$ cat src/rtl/citron_pkg.sv
// Shared types and constants for the Citron AXI initiator: FSM encoding,
// response status codes and the peripheral window base.
package citron_pkg;

  typedef logic [2:0] axi_mst_state_t;

  localparam axi_mst_state_t ST_IDLE  = 3'd0;
  localparam axi_mst_state_t ST_WADDR = 3'd1;
  localparam axi_mst_state_t ST_WRESP = 3'd2;
  localparam axi_mst_state_t ST_RADDR = 3'd3;
  localparam axi_mst_state_t ST_RDATA = 3'd4;
  localparam axi_mst_state_t ST_RESP  = 3'd5;
  localparam axi_mst_state_t ST_DRAIN = 3'd6;

  localparam logic [1:0] RESP_OK      = 2'b00;
  localparam logic [1:0] RESP_SLVERR  = 2'b01;
  localparam logic [1:0] RESP_NOLAST  = 2'b10;
  localparam logic [1:0] RESP_TIMEOUT = 2'b11;

  localparam logic [31:0] CITRON_BASE = 32'hF800_0000;

endpackage

$ cat src/rtl/citron_watchdog.sv
// Saturating stall counter. expired is raised in the cycle whose clock edge
// would bring the count to TIMEOUT_CYCLES; TIMEOUT_CYCLES=0 disables it.
module citron_watchdog #(
  parameter int unsigned TIMEOUT_CYCLES = 1024
) (
  input  logic clk_i,
  input  logic rst_n,
  input  logic clear,
  input  logic enable,
  output logic expired
);

  localparam int unsigned CW = (TIMEOUT_CYCLES > 0) ? $clog2(TIMEOUT_CYCLES + 1) : 1;
  localparam logic [CW-1:0] LIMIT = CW'(TIMEOUT_CYCLES);

  logic [CW-1:0] cnt;

  always_ff @(posedge clk_i or negedge rst_n) begin
    if (!rst_n) begin
      cnt <= '0;
    end else if (clear) begin
      cnt <= '0;
    end else if (enable && (cnt != LIMIT)) begin
      cnt <= cnt + CW'(1);
    end
  end

  assign expired = (TIMEOUT_CYCLES != 0) && enable && (cnt >= (LIMIT - CW'(1)));

endmodule

$ cat src/rtl/citron_axi_master.sv
// Single-outstanding, single-beat AXI initiator bridging a valid/ready request
// port onto AXI, with a watchdog that turns a stalled slave into a coded error.
module citron_axi_master
  import citron_pkg::*;
#(
  parameter int unsigned TIMEOUT_CYCLES = 1024
) (
  input  logic           clk_i,
  input  logic           rst_n,
  input  logic           req_valid_i,
  output logic           req_ready_o,
  input  logic           req_wr_i,
  input  logic [31:0]    req_addr_i,
  input  logic [31:0]    req_wdata_i,
  input  logic [3:0]     req_wstrb_i,
  output logic           resp_valid_o,
  input  logic           resp_ready_i,
  output logic [31:0]    resp_rdata_o,
  output logic [1:0]     resp_err_o,
  output logic           m_axi_awvalid,
  input  logic           m_axi_awready,
  output logic [31:0]    m_axi_awaddr,
  output logic           m_axi_wvalid,
  input  logic           m_axi_wready,
  output logic [31:0]    m_axi_wdata,
  output logic [3:0]     m_axi_wstrb,
  input  logic           m_axi_bvalid,
  output logic           m_axi_bready,
  input  logic [1:0]     m_axi_bresp,
  output logic           m_axi_arvalid,
  input  logic           m_axi_arready,
  output logic [31:0]    m_axi_araddr,
  input  logic           m_axi_rvalid,
  input  logic           m_axi_rlast,
  output logic           m_axi_rready,
  input  logic [31:0]    m_axi_rdata,
  input  logic [1:0]     m_axi_rresp,
  output axi_mst_state_t dbg_state_o
);

  // Every channel transfers exactly when valid and ready are both high at a
  // rising edge; a raised valid and its payload are held until that edge.
  axi_mst_state_t state;
  logic accept, aw_hs, w_hs, b_hs, ar_hs, r_hs, aw_done_n, w_done_n;
  logic active, expired, beat_pending;

  assign accept    = (state == ST_IDLE) && req_ready_o && req_valid_i;
  assign aw_hs     = m_axi_awvalid && m_axi_awready;
  assign w_hs      = m_axi_wvalid && m_axi_wready;
  assign b_hs      = m_axi_bvalid && m_axi_bready;
  assign ar_hs     = m_axi_arvalid && m_axi_arready;
  assign r_hs      = m_axi_rvalid && m_axi_rready;
  assign aw_done_n = !m_axi_awvalid || aw_hs;
  assign w_done_n  = !m_axi_wvalid || w_hs;
  assign active    = (state == ST_WADDR) || (state == ST_WRESP) ||
                     (state == ST_RADDR) || (state == ST_RDATA);
  // A ready still held after this edge means an abandoned beat is outstanding.
  assign beat_pending = (m_axi_bready && !m_axi_bvalid) || (m_axi_rready && !m_axi_rvalid);
  assign dbg_state_o  = state;

  citron_watchdog #(.TIMEOUT_CYCLES(TIMEOUT_CYCLES)) u_watchdog (
    .clk_i   (clk_i),
    .rst_n   (rst_n),
    .clear   (accept),
    .enable  (active),
    .expired (expired)
  );

  always_ff @(posedge clk_i or negedge rst_n) begin
    if (!rst_n) begin
      state         <= ST_IDLE;
      req_ready_o   <= 1'b0;
      resp_valid_o  <= 1'b0;
      resp_rdata_o  <= '0;
      resp_err_o    <= RESP_OK;
      m_axi_awvalid <= 1'b0;
      m_axi_awaddr  <= '0;
      m_axi_wvalid  <= 1'b0;
      m_axi_wdata   <= '0;
      m_axi_wstrb   <= '0;
      m_axi_bready  <= 1'b0;
      m_axi_arvalid <= 1'b0;
      m_axi_araddr  <= '0;
      m_axi_rready  <= 1'b0;
    end else begin
      if (aw_hs) m_axi_awvalid <= 1'b0;
      if (w_hs)  m_axi_wvalid  <= 1'b0;
      if (ar_hs) m_axi_arvalid <= 1'b0;
      if (b_hs)  m_axi_bready  <= 1'b0;
      if (r_hs)  m_axi_rready  <= 1'b0;
      case (state)
        ST_IDLE: begin
          if (accept) begin
            req_ready_o <= 1'b0;
            if (req_wr_i) begin
              m_axi_awaddr  <= req_addr_i;
              m_axi_wdata   <= req_wdata_i;
              m_axi_wstrb   <= req_wstrb_i;
              m_axi_awvalid <= 1'b1;
              m_axi_wvalid  <= 1'b1;
              state         <= ST_WADDR;
            end else begin
              m_axi_araddr  <= req_addr_i;
              m_axi_arvalid <= 1'b1;
              state         <= ST_RADDR;
            end
          end else begin
            req_ready_o <= 1'b1;
          end
        end
        ST_WADDR: begin
          if (aw_done_n && w_done_n) begin
            m_axi_bready <= 1'b1;
            state        <= ST_WRESP;
          end else if (expired) begin
            m_axi_bready <= 1'b1;
            resp_valid_o <= 1'b1;
            resp_err_o   <= RESP_TIMEOUT;
            resp_rdata_o <= '0;
            state        <= ST_RESP;
          end
        end
        ST_WRESP: begin
          if (b_hs || expired) begin
            resp_valid_o <= 1'b1;
            resp_rdata_o <= '0;
            state        <= ST_RESP;
            if (!b_hs)                   resp_err_o <= RESP_TIMEOUT;
            else if (m_axi_bresp != 2'b00) resp_err_o <= RESP_SLVERR;
            else                         resp_err_o <= RESP_OK;
          end
        end
        ST_RADDR: begin
          if (ar_hs) begin
            m_axi_rready <= 1'b1;
            state        <= ST_RDATA;
          end else if (expired) begin
            m_axi_rready <= 1'b1;
            resp_valid_o <= 1'b1;
            resp_err_o   <= RESP_TIMEOUT;
            resp_rdata_o <= '0;
            state        <= ST_RESP;
          end
        end
        ST_RDATA: begin
          if (r_hs || expired) begin
            resp_valid_o <= 1'b1;
            state        <= ST_RESP;
            resp_rdata_o <= '0;
            if (!r_hs) begin
              resp_err_o <= RESP_TIMEOUT;
            end else if (m_axi_rresp != 2'b00) begin
              resp_err_o <= RESP_SLVERR;
            end else if (!m_axi_rlast) begin
              resp_err_o <= RESP_NOLAST;
            end else begin
              resp_err_o   <= RESP_OK;
              resp_rdata_o <= m_axi_rdata;
            end
          end
        end
        ST_RESP: begin
          if (resp_ready_i) begin
            resp_valid_o <= 1'b0;
            if (beat_pending) begin
              state <= ST_DRAIN;
            end else begin
              req_ready_o <= 1'b1;
              state       <= ST_IDLE;
            end
          end
        end
        ST_DRAIN: begin
          if (!beat_pending) begin
            req_ready_o <= 1'b1;
            state       <= ST_IDLE;
          end
        end
        default: state <= ST_IDLE;
      endcase
    end
  end

endmodule

$ cat config.mk
export PLATFORM = sky130hd
export DESIGN_NAME = citron_axi_master
export DESIGN_NICKNAME = d
export VERILOG_FILES = /design/src/rtl/citron_pkg.sv /design/src/rtl/citron_watchdog.sv /design/src/rtl/citron_axi_master.sv
export SDC_FILE = /design/constraint.sdc
export NUM_CORES = 1
export LEC_CHECK = 0
export ABC_AREA = 1
export BUFFER_PORTS_ARGS = -buffer_cell sky130_fd_sc_hd__buf_2
export CAP_MARGIN = 10
export CELL_PAD_IN_SITES_DETAIL_PLACEMENT = 1
export CELL_PAD_IN_SITES_GLOBAL_PLACEMENT = 1
export CORE_ASPECT_RATIO = 1.25
export CORE_UTILIZATION = 39
export CTS_CLUSTER_DIAMETER = 50
export DETAILED_ROUTE_END_ITERATION = 8
export PLACE_DENSITY = 0.91
export SLEW_MARGIN = 20
export SYNTH_ARGS = -nofsm -noshare
export SYNTH_HDL_FRONTEND = slang
export SYNTH_SLANG_ARGS = --single-unit
$ cat constraint.sdc
create_clock -name clk_i -period 4.2 [get_ports clk_i]
set_input_delay 0.21 -clock clk_i [delete_from_list [all_inputs] [get_ports clk_i]]
set_output_delay 0.21 -clock clk_i [all_outputs]
set_load 0.05 [all_outputs]
==> metrics.txt <==
clk_skew=0.0115 ns; CTS tree=done; most used cell, CP=inv_2; H-tree depth=4; post-synthesis cell area=6500 um^2; first-pass GRT wire length=30.0 mm; crit-path max FO=64; Post-synth EDFFs=0; Vias=5,476; hold crit path type=in -> reg; Hold Vio Cnt, Final=0; row count=52; Clock transition at path regs=0.06 ns; worst-path cell chain=nor2_4 > inv_2 > nor2_4 > inv_2 > nor2_8 > inv_2 > or2_2 > buf_4 > nand2_1 > o21ai_1; Leakage Power=0.00477 uW; Sink Count=155; syn_nets=777; die area=17,200 um^2; core area=16,300 um^2; Yosys reg bits=155; CP delay by family, top=simple AND/OR/NAND/NOR gates; Synth area leader=dfrtp_1; drt drc=0; Area after DPL=7910 um^2; initial antenna violation count=3; drt wl/cell=16.5 um; Initial Util=39.9%; Setup crit end kind=flop; filler cell count in the final layout=1,997; total CTS buffers=17; chip width=117 um; Least-Margin Pin Slew=0.719 ns; max-slew violation count=0; Setup violations, final=0; clk buf depth=2; Critical Path Max Stage Delay=0.50 ns; FFs w/ async S/R, synth=100%; Skew-Pair Late Insertion Delay=0.42 ns; hpwl dp=13.7 mm; largest net degree at the start of global routing=103; top-count cell post-synth=nand2_1; Max IR drop VDD=510 uV; status=finished, final reports clean; synth warn=0; CTS root buffer=clkbuf_16; setup_tns=0 ns; Slew Limit Headroom=52.1%; layout cells sized above 1=37.7%; via density per instance=4.75; total track usage=22.4%; area of the multi-input gates=2080 um^2; CP Class=reg -> reg; # placed instances=1,113; Data required, critical path=4.47 ns; worst path bufs/invs=4; Synth top area share=59.7%; Mapped Cells=660; Synth-to-Final Area Change=32.0%; PwrDens=870 nW/um^2; Antenna Violating Nets Remaining=0; period utilisation layout=54.4%; vias in the first global route=5,965; final net count=1,038; Critical Path Source Type=flop; WP data arrival=2.55 ns; Reg area=3880 um^2; Avg Inst Size Synth=9.84 um^2; TritonRoute pass-1 iters=4; routability cong.=0.839; RSZ-0062 raised after global routing=no; Seq/Total Area, Yosys=59.7%; f_max=0.438 GHz; slowest CP cell=dfrtp_1; Synth Flop Type=dfrtp_1; post-route cell area=8580 um^2; I/O pin cnt=259; CTS resizes=0; crit path time final=2.29 ns; Non-Filler Instances=1,153; Netlist cell types=32; max-cap viol count=0; synth top area cells=dfrtp_1 60%, nand2_1 9.3%, mux2_2 6.1%; DRT Wirelength=19.0 mm; Die Y-Extent=146 um; Initial DRC Count=237; top cells by count, synth=161 x nand2_1, 155 x dfrtp_1, 95 x inv_1; grt total ovfl=0; I/O Buffers=258
==> metrics by stage <==
step	utilization [%]	hold slack (ns)	setup WS (ns)	total power, uW
5_1_grt	52.7	0.00563	1.74	7810
6_report	52.7	0.0248	1.91	7460
3_5_place_dp	48.7	0.290	1.83	5930
3_3_place_gp	48.7	0.298	1.93	5790
4_1_cts	52.6	0.00148	1.82	7520
2_1_floorplan	-	-0.0856	2.17	5020
==> worst reg2reg max path: cells and delay by family (launching register included) <==
kind | cells | cell delay, ns
compound gates | 1 | 0.08
buf+inv | 4 | 0.61
simple gates | 5 | 0.96
flops | 1 | 0.50
==> layer usage <==
layer,GRT usage (%),share of wire (%),vias up
met5,0,0,-
met2,41.3,55,150
met4,10.0,2.9,0
met1,23.9,38,2683
met3,5.47,3.9,34
li1,-,-,2609
==> repair_timing <==
action	CTS	global route
setup buffers	0	0
hold buffers	4	1
hold endpoints to repair	77	1
==> final timing paths <==
path,start,end,slack [ns],cells past startpoint
max,dbg_state_o[1]$_DFFE_PN0P_,m_axi_araddr[23]$_DFFE_PN0P_,1.91,10
min,req_wdata_i[24],m_axi_wdata[24]$_DFFE_PN0P_,0.02,2
max reg2reg,dbg_state_o[1]$_DFFE_PN0P_,m_axi_araddr[23]$_DFFE_PN0P_,1.91,10
min reg2reg,m_axi_araddr[29]$_DFFE_PN0P_,m_axi_araddr[29]$_DFFE_PN0P_,0.48,2
max in group asynchronous,rst_n,m_axi_awaddr[1]$_DFFE_PN0P_,2.68,3
min in group asynchronous,rst_n,m_axi_awaddr[26]$_DFFE_PN0P_,0.39,2
==> cell usage in the layout, fill, tap and decap left out, drive strengths merged <==
cell	count
o211ai	2
o21ai	108
nand4	3
bufinv	2
nor3	8
nor4	1
inv	103
clkinvlp	2
clkinv	5
xnor2	4
nand2	162
dlygate4sd3	5
nor2	25
dfrtp	155
xor2	2
buf	262
nand3	16
diode	3
o21a	2
ha	2
mux2	36
a21oi	6
or2	1
o31ai	4
clkbuf	18
==> layout make-up <==
class | instances | share of cell area (%)
Antenna cell | 3 | 0.0875
Clock buffer | 18 | 5.12
Clock inverter | 14 | 1.84
Inverter | 98 | 4.29
Multi-Input combinational cell | 382 | 24.2
Sequential cell | 155 | 45.2
Tap cell | 216 | 3.15
Timing Repair Buffer | 267 | 16.1
==> state kept, by name (all words and copies together), names as in the netlist <==
register        cells
dbg_state_o         3
m_axi_wstrb         4
m_axi_rready        1
resp_rdata_o       32
m_axi_wdata        32
m_axi_awaddr       32
resp_err_o          2
m_axi_awvalid       1
m_axi_arvalid       1
m_axi_wvalid        1
resp_valid_o        1
req_ready_o         1
m_axi_araddr       32
m_axi_bready        1
u_watchdog.cnt     11
==> power breakdown <==
part	internal [uW]	switching, uW	leakage [uW]
sequential	2020	310	0.00198
clock	904	650	0.000290
combinational	826	2750	0.00250
total	3750	3710	0.00477
==> cell families after synthesis <==
kind of cell / synth area share (%)
flip-flops: 59.7
AO/OA/AOI/OAI: 10.3
XOR/XNOR: 0.809
multiplexers: 6.24
AND/OR/NAND/NOR: 14.0
buffers and inverters: 8.55
adder cells (fa/ha/maj): 0.385
No activity file was read; power rests on OpenSTA's default activity.
